[src/rtl/syscall_unit_if.sv]
// Pipeline/memory/console signal bundle for syscall_unit.
// master is the unit side; slave is the pipeline, memory and console side.
interface syscall_unit_if;
    logic        syscall_valid;
    logic [31:0] v0;
    logic [31:0] a0;
    logic        stall;
    logic        mem_req;
    logic [31:0] mem_addr;
    logic        mem_ack;
    logic [31:0] mem_rdata;
    logic [7:0]  char_out;
    logic        char_valid;
    logic        char_ready;
    logic [31:0] int_out;
    logic        int_valid;
    logic        int_ready;
    logic        done;
    logic        halted;
    logic        err;

    modport master (
        input  syscall_valid, v0, a0, mem_ack, mem_rdata, char_ready, int_ready,
        output stall, mem_req, mem_addr, char_out, char_valid, int_out, int_valid,
               done, halted, err
    );

    modport slave (
        output syscall_valid, v0, a0, mem_ack, mem_rdata, char_ready, int_ready,
        input  stall, mem_req, mem_addr, char_out, char_valid, int_out, int_valid,
               done, halted, err
    );
endinterface

[src/rtl/syscall_unit.sv]
// MIPS SYSCALL service unit: print_int, print_string, print_char and exit,
// stalling the pipeline while a service runs.
module syscall_unit #(
    parameter int unsigned MAX_LEN = 256
) (
    input  logic           clk,
    input  logic           rst_n,
    syscall_unit_if.master bus
);
    localparam int unsigned CW = $clog2(MAX_LEN + 1);

    localparam logic [2:0] IDLE   = 3'd0;
    localparam logic [2:0] FETCH  = 3'd1;
    localparam logic [2:0] EMIT_C = 3'd2;
    localparam logic [2:0] EMIT_I = 3'd3;
    localparam logic [2:0] HALT   = 3'd4;

    localparam logic [31:0] SYS_PRINT_INT = 32'd1;
    localparam logic [31:0] SYS_PRINT_STR = 32'd4;
    localparam logic [31:0] SYS_EXIT      = 32'd10;
    localparam logic [31:0] SYS_PRINT_CHR = 32'd11;

    logic [2:0]    state;
    logic [31:0]   code_q;
    logic [31:0]   ptr_q;
    logic [CW-1:0] count;
    logic [CW-1:0] count_inc;
    logic [7:0]    char_q;
    logic [31:0]   int_q;
    logic          done_q;
    logic          halted_q;
    logic          err_q;
    logic [7:0]    fetched;

    // Big-endian lane select: byte offset 0 lives in the top byte.
    always_comb begin
        fetched = '0;
        case (ptr_q[1:0])
            2'b00:   fetched = bus.mem_rdata[31:24];
            2'b01:   fetched = bus.mem_rdata[23:16];
            2'b10:   fetched = bus.mem_rdata[15:8];
            default: fetched = bus.mem_rdata[7:0];
        endcase
    end

    assign count_inc = count + CW'(1);

    always_ff @(posedge clk or negedge rst_n) begin
        if (!rst_n) begin
            state    <= IDLE;
            code_q   <= '0;
            ptr_q    <= '0;
            count    <= '0;
            char_q   <= '0;
            int_q    <= '0;
            done_q   <= 1'b0;
            halted_q <= 1'b0;
            err_q    <= 1'b0;
        end else begin
            done_q <= 1'b0;
            case (state)
                IDLE: begin
                    if (bus.syscall_valid) begin
                        code_q <= bus.v0;
                        ptr_q  <= bus.a0;
                        case (bus.v0)
                            SYS_PRINT_INT: begin
                                int_q <= bus.a0;
                                state <= EMIT_I;
                            end
                            SYS_PRINT_STR: begin
                                count <= '0;
                                state <= FETCH;
                            end
                            SYS_PRINT_CHR: begin
                                char_q <= bus.a0[7:0];
                                state  <= EMIT_C;
                            end
                            SYS_EXIT: begin
                                halted_q <= 1'b1;
                                done_q   <= 1'b1;
                                state    <= HALT;
                            end
                            default: begin
                                err_q  <= 1'b1;
                                done_q <= 1'b1;
                            end
                        endcase
                    end
                end
                FETCH: begin
                    if (bus.mem_ack) begin
                        if (fetched == 8'h00) begin
                            done_q <= 1'b1;
                            state  <= IDLE;
                        end else begin
                            char_q <= fetched;
                            state  <= EMIT_C;
                        end
                    end
                end
                EMIT_C: begin
                    if (bus.char_ready) begin
                        if (code_q == SYS_PRINT_STR) begin
                            ptr_q <= ptr_q + 32'd1;
                            count <= count_inc;
                            if (count_inc == CW'(MAX_LEN)) begin
                                err_q  <= 1'b1;
                                done_q <= 1'b1;
                                state  <= IDLE;
                            end else begin
                                state <= FETCH;
                            end
                        end else begin
                            done_q <= 1'b1;
                            state  <= IDLE;
                        end
                    end
                end
                EMIT_I: begin
                    if (bus.int_ready) begin
                        done_q <= 1'b1;
                        state  <= IDLE;
                    end
                end
                HALT:    state <= HALT;
                default: state <= IDLE;
            endcase
        end
    end

    assign bus.stall      = (state != IDLE);
    assign bus.mem_req    = (state == FETCH);
    assign bus.mem_addr   = ptr_q;
    assign bus.char_valid = (state == EMIT_C);
    assign bus.char_out   = char_q;
    assign bus.int_valid  = (state == EMIT_I);
    assign bus.int_out    = int_q;
    assign bus.done       = done_q;
    assign bus.halted     = halted_q;
    assign bus.err        = err_q;
endmodule
[src/flat_wrapper.sv]
// flat-port wrapper written by rule: the top's interface ports become plain ports
module syscall_unit_flat 
#(
    parameter int unsigned MAX_LEN = 256
)
  (clk, rst_n, bus_syscall_valid, bus_v0, bus_a0, bus_mem_ack, bus_mem_rdata, bus_char_ready, bus_int_ready, bus_stall, bus_mem_req, bus_mem_addr, bus_char_out, bus_char_valid, bus_int_out, bus_int_valid, bus_done, bus_halted, bus_err);
  syscall_unit_if bus_i ();
  input  logic clk;
  input  logic rst_n;
  input wire logic [$bits(bus_i.syscall_valid)-1:0] bus_syscall_valid;
  input wire logic [$bits(bus_i.v0)-1:0] bus_v0;
  input wire logic [$bits(bus_i.a0)-1:0] bus_a0;
  input wire logic [$bits(bus_i.mem_ack)-1:0] bus_mem_ack;
  input wire logic [$bits(bus_i.mem_rdata)-1:0] bus_mem_rdata;
  input wire logic [$bits(bus_i.char_ready)-1:0] bus_char_ready;
  input wire logic [$bits(bus_i.int_ready)-1:0] bus_int_ready;
  output wire logic [$bits(bus_i.stall)-1:0] bus_stall;
  output wire logic [$bits(bus_i.mem_req)-1:0] bus_mem_req;
  output wire logic [$bits(bus_i.mem_addr)-1:0] bus_mem_addr;
  output wire logic [$bits(bus_i.char_out)-1:0] bus_char_out;
  output wire logic [$bits(bus_i.char_valid)-1:0] bus_char_valid;
  output wire logic [$bits(bus_i.int_out)-1:0] bus_int_out;
  output wire logic [$bits(bus_i.int_valid)-1:0] bus_int_valid;
  output wire logic [$bits(bus_i.done)-1:0] bus_done;
  output wire logic [$bits(bus_i.halted)-1:0] bus_halted;
  output wire logic [$bits(bus_i.err)-1:0] bus_err;
  assign bus_i.syscall_valid = bus_syscall_valid;
  assign bus_i.v0 = bus_v0;
  assign bus_i.a0 = bus_a0;
  assign bus_i.mem_ack = bus_mem_ack;
  assign bus_i.mem_rdata = bus_mem_rdata;
  assign bus_i.char_ready = bus_char_ready;
  assign bus_i.int_ready = bus_int_ready;
  assign bus_stall = bus_i.stall;
  assign bus_mem_req = bus_i.mem_req;
  assign bus_mem_addr = bus_i.mem_addr;
  assign bus_char_out = bus_i.char_out;
  assign bus_char_valid = bus_i.char_valid;
  assign bus_int_out = bus_i.int_out;
  assign bus_int_valid = bus_i.int_valid;
  assign bus_done = bus_i.done;
  assign bus_halted = bus_i.halted;
  assign bus_err = bus_i.err;
  syscall_unit #(.MAX_LEN(MAX_LEN)) u_core (.clk(clk), .rst_n(rst_n), .bus(bus_i));
endmodule
[config.mk]
export PLATFORM = sky130hd
export DESIGN_NAME = syscall_unit_flat
export DESIGN_NICKNAME = d
export VERILOG_FILES = /design/src/rtl/syscall_unit_if.sv /design/src/rtl/syscall_unit.sv /design/src/flat_wrapper.sv
export SDC_FILE = /design/constraint.sdc
export NUM_CORES = 1
export LEC_CHECK = 0
export CAP_MARGIN = 0
export CORE_MARGIN = 3
export CORE_UTILIZATION = 33
export DETAILED_ROUTE_END_ITERATION = 7
export GPL_TIMING_DRIVEN = 0
export PLACE_DENSITY = 0.67
export SYNTH_ARGS = -nofsm -noshare
export SYNTH_HDL_FRONTEND = slang
export SYNTH_SLANG_ARGS = --single-unit
export TNS_END_PERCENT = 1
[constraint.sdc]
create_clock -name clk -period 2.1 [get_ports clk]
set_input_delay 0.42 -clock clk [delete_from_list [all_inputs] [get_ports clk]]
set_output_delay 0.42 -clock clk [all_outputs]
set_load 0.02 [all_outputs]
# [Yosys cells after proc, flatten, opt, wreduce, memory -nomap -nowiden]
# Index checks and enable logic that the tools add are counted.
[totals] reg_bits=119 in_bits=102 out_inout_bits=79 word_cells=89
[op_classes] addsub=2 n_eq_ne=23 muxes=39 reduce_logical=16
[op_table] op="two-way mux 32 bit" count=3
[op_table] op="== test 32 x 3 -> 1 bit (second input constant)" count=2
[op_table] op="== test 32 x 4 -> 1 bit (second input constant)" count=2
[op_table] op="case mux 32 bit (2 select lines)" count=1
[op_table] op="two-way mux 9 bit" count=4
[op_table] op="adder 32 x 1 -> 32 bit (second input constant)" count=1
[op_table] op="== test 32 x 1 -> 1 bit (second input constant)" count=1
[op_table] op="two-way mux 8 bit" count=4
[op_table] op="case mux 8 bit (3 select lines)" count=1
[op_table] op="case mux 9 bit (2 select lines)" count=1
[op_table] op="!= test 2 bit (second input constant)" count=8
[op_table] op="case mux 8 bit (2 select lines)" count=1
[op_table] op="two-way mux 1 bit" count=15
[op_table] op="case mux 3 bit (5 select lines)" count=1
[op_table] op="AND reduction 5 bit" count=3
[op_table] op="two-way mux 3 bit" count=4
[op_table] op="case mux 3 bit (4 select lines)" count=1
[op_table] op="adder 9 x 1 -> 9 bit (second input constant)" count=1
[op_table] op="== test 9 bit (second input constant)" count=1
[op_table] op="logical NOT 8 bit" count=1
[op_table] op="== test 3 x 2 -> 1 bit (second input constant)" count=2
[op_table] op="AND reduction 3 bit" count=2
[op_table] op="AND reduction 6 bit" count=1
[op_table] op="!= test 5 bit (second input constant)" count=1
[op_table] op="other kinds (16)" count=18

# [Depth between registers and ports, before layout]
[depth] depth_word=6 ltp_mapped=9 depth_no_buf=7

# [Worst setup path before layout]
# Ideal clock, no wire load.
[synth_path] path_kind="register to register" from="register u_core.ptr_q[0], in the netlist u_core.bus.mem_addr[0]" to="register u_core.done_q, in the netlist u_core.bus.done" setup_time_ns=0.087 arrival_time_ns=2.323 required_time_ns=2.013 path_slack_ns=-0.309 path_stages_with_launch=9 path_buffers=1 period_less_slack_ns=2.409 cell_sequence="dfrtp_1 -> inv_1 -> ha_1 -> clkbuf_1 -> a222oi_1 -> a21oi_1 -> nor4_2 -> nand2_1 -> o211ai_1"
[synth_between] elab_chain_cells=6 word_cells_on_any_way=8 classes_between="eq/ne: 2; mux: 4; reduce/logical: 2"
[synth_lines] item="from (decl)" line_no="syscall_unit.sv:25" text="logic [31:0] ptr_q;"
[synth_lines] item="from (signal assigned)" line_no="syscall_unit.sv:65" text="ptr_q <= bus.a0;"
[synth_lines] item="from (signal assigned)" line_no="syscall_unit.sv:105" text="ptr_q <= ptr_q + 32'd1;"
[synth_lines] item="== test 2 bit, or another cell as far along" line_no="syscall_unit.sv:38" text="case (ptr_q[1:0])"
[synth_lines] item="case mux 8 bit (3 select lines) *" line_no="syscall_unit.sv:38"
[synth_lines] item="logical NOT 8 bit *" line_no="syscall_unit.sv:93" text="if (fetched == 8'h00) begin"
[synth_lines] item="two-way mux 1 bit *" line_no="syscall_unit.sv:93"
[synth_lines] item="two-way mux 1 bit *" line_no="syscall_unit.sv:92" text="if (bus.mem_ack) begin"
[synth_lines] item="case mux 1 bit (4 select lines) *" line_no="syscall_unit.sv:61" text="case (state)"
[synth_lines] item="to (signal assigned)" line_no="syscall_unit.sv:56" text="done_q <= 1'b0;"
[synth_lines] item="to (signal assigned)" line_no="syscall_unit.sv:60" text="done_q <= 1'b0;"
[synth_lines] item="to (signal assigned)" line_no="syscall_unit.sv:94" text="done_q <= 1'b1;"
[synth_lines] item="to (decl)" line_no="syscall_unit.sv:30" text="logic done_q;"
# Every way passes the cells marked *; elsewhere a longest branch is shown, timed or not.
# A chain may end at the register's enable or synchronous reset.

# [Final worst setup path]
[layout_path] from="register u_core.state[2]" to="register u_core.int_q[24], in the netlist u_core.bus.int_out[24]"
[layout_between] elab_chain_cells=2
[layout_lines] item="from (decl)" line_no="syscall_unit.sv:23" text="logic [2:0] state;"
[layout_lines] item="from (signal assigned)" line_no="syscall_unit.sv:50" text="state <= IDLE;"
[layout_lines] item="from (signal assigned)" line_no="syscall_unit.sv:69" text="state <= EMIT_I;"
[layout_lines] item="from (signal assigned)" line_no="syscall_unit.sv:73" text="state <= FETCH;"
[layout_lines] item="logical NOT 3 bit" line_no="syscall_unit.sv:61"
[layout_lines] item="AND reduction 3 bit (no source line)"
[layout_lines] item="to (signal assigned)" line_no="syscall_unit.sv:68" text="int_q <= bus.a0;"
[layout_lines] item="to (decl)" line_no="syscall_unit.sv:29" text="logic [31:0] int_q;"
# Every way passes these cells.

==> results.json <==
{
  "synth_seq_area_share": 0.4530,
  "overflow": 0,
  "timing.fmax_mhz": 443.4,
  "place_inst": 1137,
  "startpoint": "u_core.state[2]$_DFFE_PN0P_",
  "violations": "setup timing",
  "crit_required_ns": 2.40,
  "synth.top_cell.area_share": 0.4530,
  "crit_path_start_kind": "flip-flop",
  "layout-area-overhead-vs-synth_pct": 51.77,
  "ys_ff_latch": 119,
  "synthesis.area_um2": 6574,
  "drt-initial-drc-count": 556,
  "slowest_stage": "dfrtp_2",
  "synth_area_per_cell_um2": 9.445,
  "ctsRootBufferMaster": "clkbuf_16",
  "crit_end": "u_core.bus.int_out[24]$_DFFE_PN0P_",
  "yosysWarnings": 0,
  "p_per_area_nw_per_um2": 1239,
  "worst_slew_pin_slew_ns": 0.6241,
  "hpwl_mm": 15.83,
  "place_ws_ns": -1.240,
  "clock_skew_ns": 0.01293,
  "critPathMaxStageDelay_ns": 0.45,
  "synth.net_count": 803,
  "cts_tree": "built",
  "fillCellCount": 1773,
  "leakagePower_nw": 4.171,
  "layout_min_cycle_time_ns": 2.255,
  "grt_use_total": 0.2062,
  "coreArea_um2": 19140,
  "via_per_inst": 5.487,
  "start_util": 0.3434,
  "worst-path-buf-inv": 5,
  "grt_pass1_wl_mm": 35.87,
  "r2r_start": "u_core.state[2]$_DFFE_PN0P_",
  "dieHeight_um": 147.1,
  "dieArea_um2": 21650,
  "crit_family": "buffers and inverters",
  "layout.nets": 1022,
  "setup_tns_ns": -3.584,
  "rsz0062_at_grt": "yes",
  "top_level_ports": 181,
  "drc": 0,
  "setup_violations": 47,
  "cp_num_cells": 9,
  "num_antenna_cells": 0,
  "cts.clk_slew.worst_paths_ns": 0.06,
  "synth_edf_count": 0,
  "cp_cell_sequence": "buf_6, nor4b_4, buf_6, nand2_4, nor3_4, buf_12, buf_12, buf_12, mux2_4",
  "vdd.ir_drop.worst_mv": 0.7006,
  "clk_latency_ns": 0.43,
  "routabilityCongestion": 0.8552,
  "synthCells": 696,
  "htreeDepth": 4,
  "finalHoldViolations": 0,
  "drt-total-wl_mm": 22.66,
  "crit_fanout": 8,
  "finalNonFillerCells": 1188,
  "route.detailed.wl_per_inst_um": 19.07,
  "drive_gt1_frac": 0.1853,
  "io_buffers": 180,
  "async_flop_share": 1.000,
  "grt_max_degree": 83,
  "reg2reg_depth": 9,
  "synth_area_leaders": "dfrtp_1 45%, nand2_1 8.6%, mux2_4 6.9%",
  "first_global_vias": 6452,
  "seqCellArea_um2": 2983,
  "status": "complete, but fails checks",
  "numClockSinks": 119,
  "drv_cap": 0,
  "slew_violations": 0,
  "cts_made_buffers": 17,
  "setup_ws_ns": -0.1554,
  "vias": 6519,
  "cts_buffer_depth": 2,
  "final_core_util": 0.5212,
  "antenna_found_initial": 0,
  "yosysUniqueCellTypes": 59,
  "hold_class": "input pin to flip-flop",
  "r2r_setup_slack_ns": -0.16,
  "multi_input_area_um2": 3657,
  "fin_crit_sh": 1.074,
  "r2r_end": "u_core.bus.int_out[24]$_DFFE_PN0P_",
  "ant_nets": 0,
  "row_count": 50,
  "cpMostUsedCell": "buf_12",
  "slew_headroom": 0.5839,
  "synth_top_cell_by_area": "dfrtp_1",
  "crit_arrival_ns": 2.56,
  "synth_ff_type": "dfrtp_1",
  "hold_ws_ns": 0.2168,
  "die_w_um": 147.1,
  "drt_pass1_iterations": 6,
  "worst-setup-path-type": "flip-flop to flip-flop",
  "end_kind": "flip-flop"
}
-- registers in the layout (all words and copies together) (netlist names) --
register and count:
u_core.bus.mem_addr 32, u_core.bus.err 1, u_core.bus.char_out 8, u_core.bus.done 1
u_core.bus.int_out 32, u_core.code_q 32, u_core.count 9, u_core.bus.halted 1
u_core.state 3
-- how the worst min path moves through the flow --
stage | startpoint | endpoint | slack, ns | cells after the start
2_1_floorplan | rst_n | u_core.bus.char_out[0]$_DFFE_PN0P_ | 0.12 | 0
3_3_place_gp | u_core.bus.err$_DFFE_PN0P_ | u_core.bus.err$_DFFE_PN0P_ | 0.44 | 1
5_1_grt | bus_v0[28] | u_core.code_q[28]$_DFFE_PN0P_ | 0.23 | 3
3_5_place_dp | rst_n | u_core.bus.int_out[30]$_DFFE_PN0P_ | 0.35 | 1
6_report | bus_v0[31] | u_core.code_q[31]$_DFFE_PN0P_ | 0.22 | 3
4_1_cts | bus_v0[31] | u_core.code_q[31]$_DFFE_PN0P_ | 0.21 | 3
-- logic make-up after synthesis --
family / count (synthesis) / synth area share
flip-flops: 119 / 0.4530
buffers and inverters: 50 / 0.03692
adder cells (fa/ha/maj): 5 / 0.009517
multiplexers: 46 / 0.09364
AO/OA/AOI/OAI: 170 / 0.1713
AND/OR/NAND/NOR: 305 / 0.2343
XOR/XNOR: 1 / 0.001333
-- cells in the final DEF, fill, tap and decap left out, types with 7 or more instances in the layout --
cell / synthesis / routed
and4_1: 8 / 8
a21oi_1: 46 / 44
nand4_1: 20 / 20
clkinv_4: 0 / 7
mux2i_1: 12 / 12
mux2_4: 30 / 31
dfrtp_1: 119 / 115
o21ai_0: 28 / 28
dlygate4sd2_1: 0 / 12
o22ai_1: 15 / 15
nor4_2: 5 / 9
o22a_1: 10 / 10
o211ai_1: 11 / 11
nor3_1: 13 / 9
nand2_1: 151 / 149
clkbuf_16: 0 / 19
a21o_1: 9 / 9
clkbuf_1: 28 / 15
clkdlybuf4s50_1: 0 / 146
clkdlybuf4s15_1: 0 / 10
nand3_1: 33 / 32
nor2_1: 21 / 21
buf_6: 0 / 7
nand3b_1: 7 / 7
nor4_4: 0 / 8
buf_4: 0 / 17
-- timing repair --
item	in CTS	in global routing
buffers inserted	18	1
gates resized for setup	141	42
hold endpoints to repair	37	0
hold buffers	1	0
endpoints found under the setup margin	90	88
pin swaps	24	9
cloned	2	0
-- worst min-delay path: stages --
cell     delay [ns]
buf_2          0.10
nand2_1        0.05
nand2_1        0.05
-- cell type report --
| class | count | share of cell area |
|---|---|---|
| multi-input cells | 527 | 0.3666 |
| flip-flops and latches | 119 | 0.2990 |
| repair buffers | 203 | 0.2067 |
| clock buffers | 18 | 0.04402 |
| well taps | 260 | 0.03261 |
| plain buffers | 36 | 0.02960 |
| clock inverters | 14 | 0.01643 |
| inverters | 11 | 0.005142 |
-- stage by stage --
step / total power [mW] / cell area [um2]
floorplan: 6.506 / 6583
global placement: 8.555 / 8710
detailed placement: 8.633 / 8738
CTS: 12.06 / 9804
global route: 13.07 / 9977
finish: 12.36 / 9977
-- routing by layer --
layer / GRT usage / wire length (um)
met5: 0 / 0
met2: 0.3253 / 10660
met3: 0.04781 / 1625
met1: 0.2829 / 10010
met4: 0.06337 / 361
-- synth_stat cells, drive strengths merged, types with 2 or more instances --
cell and n:
a22o 4, a31oi 6, or3 3, nor4b 3, a2bb2oi 5, a22oi 6, nand2b 2, nand4 21
a41oi 2, inv 10, dfrtp 119, o31ai 6, nor2b 7, o21ai 31, nand3b 7, and2 3
a2111oi 2, nor4 19, buf 11, a21oi 46, o2bb2a 6, and4 8, clkbuf 28, a311oi 2
o211ai 11, nand2 151, and3 5, a32oi 2, nor3 14, nor2 21, a21o 9, a222oi 4
mux2i 12, or4 3, o22ai 15, mux2 34, o22a 10, ha 5, nand3 33
-- power by group --
group	internal, mW	switching (mW)	total, mW	leakage, nW
Clock	1.81	1.18	2.99	0.292
Sequential	3.00	0.821	3.82	1.50
Combinational	2.40	3.15	5.55	2.38
(Power assumes the default switching activity.)
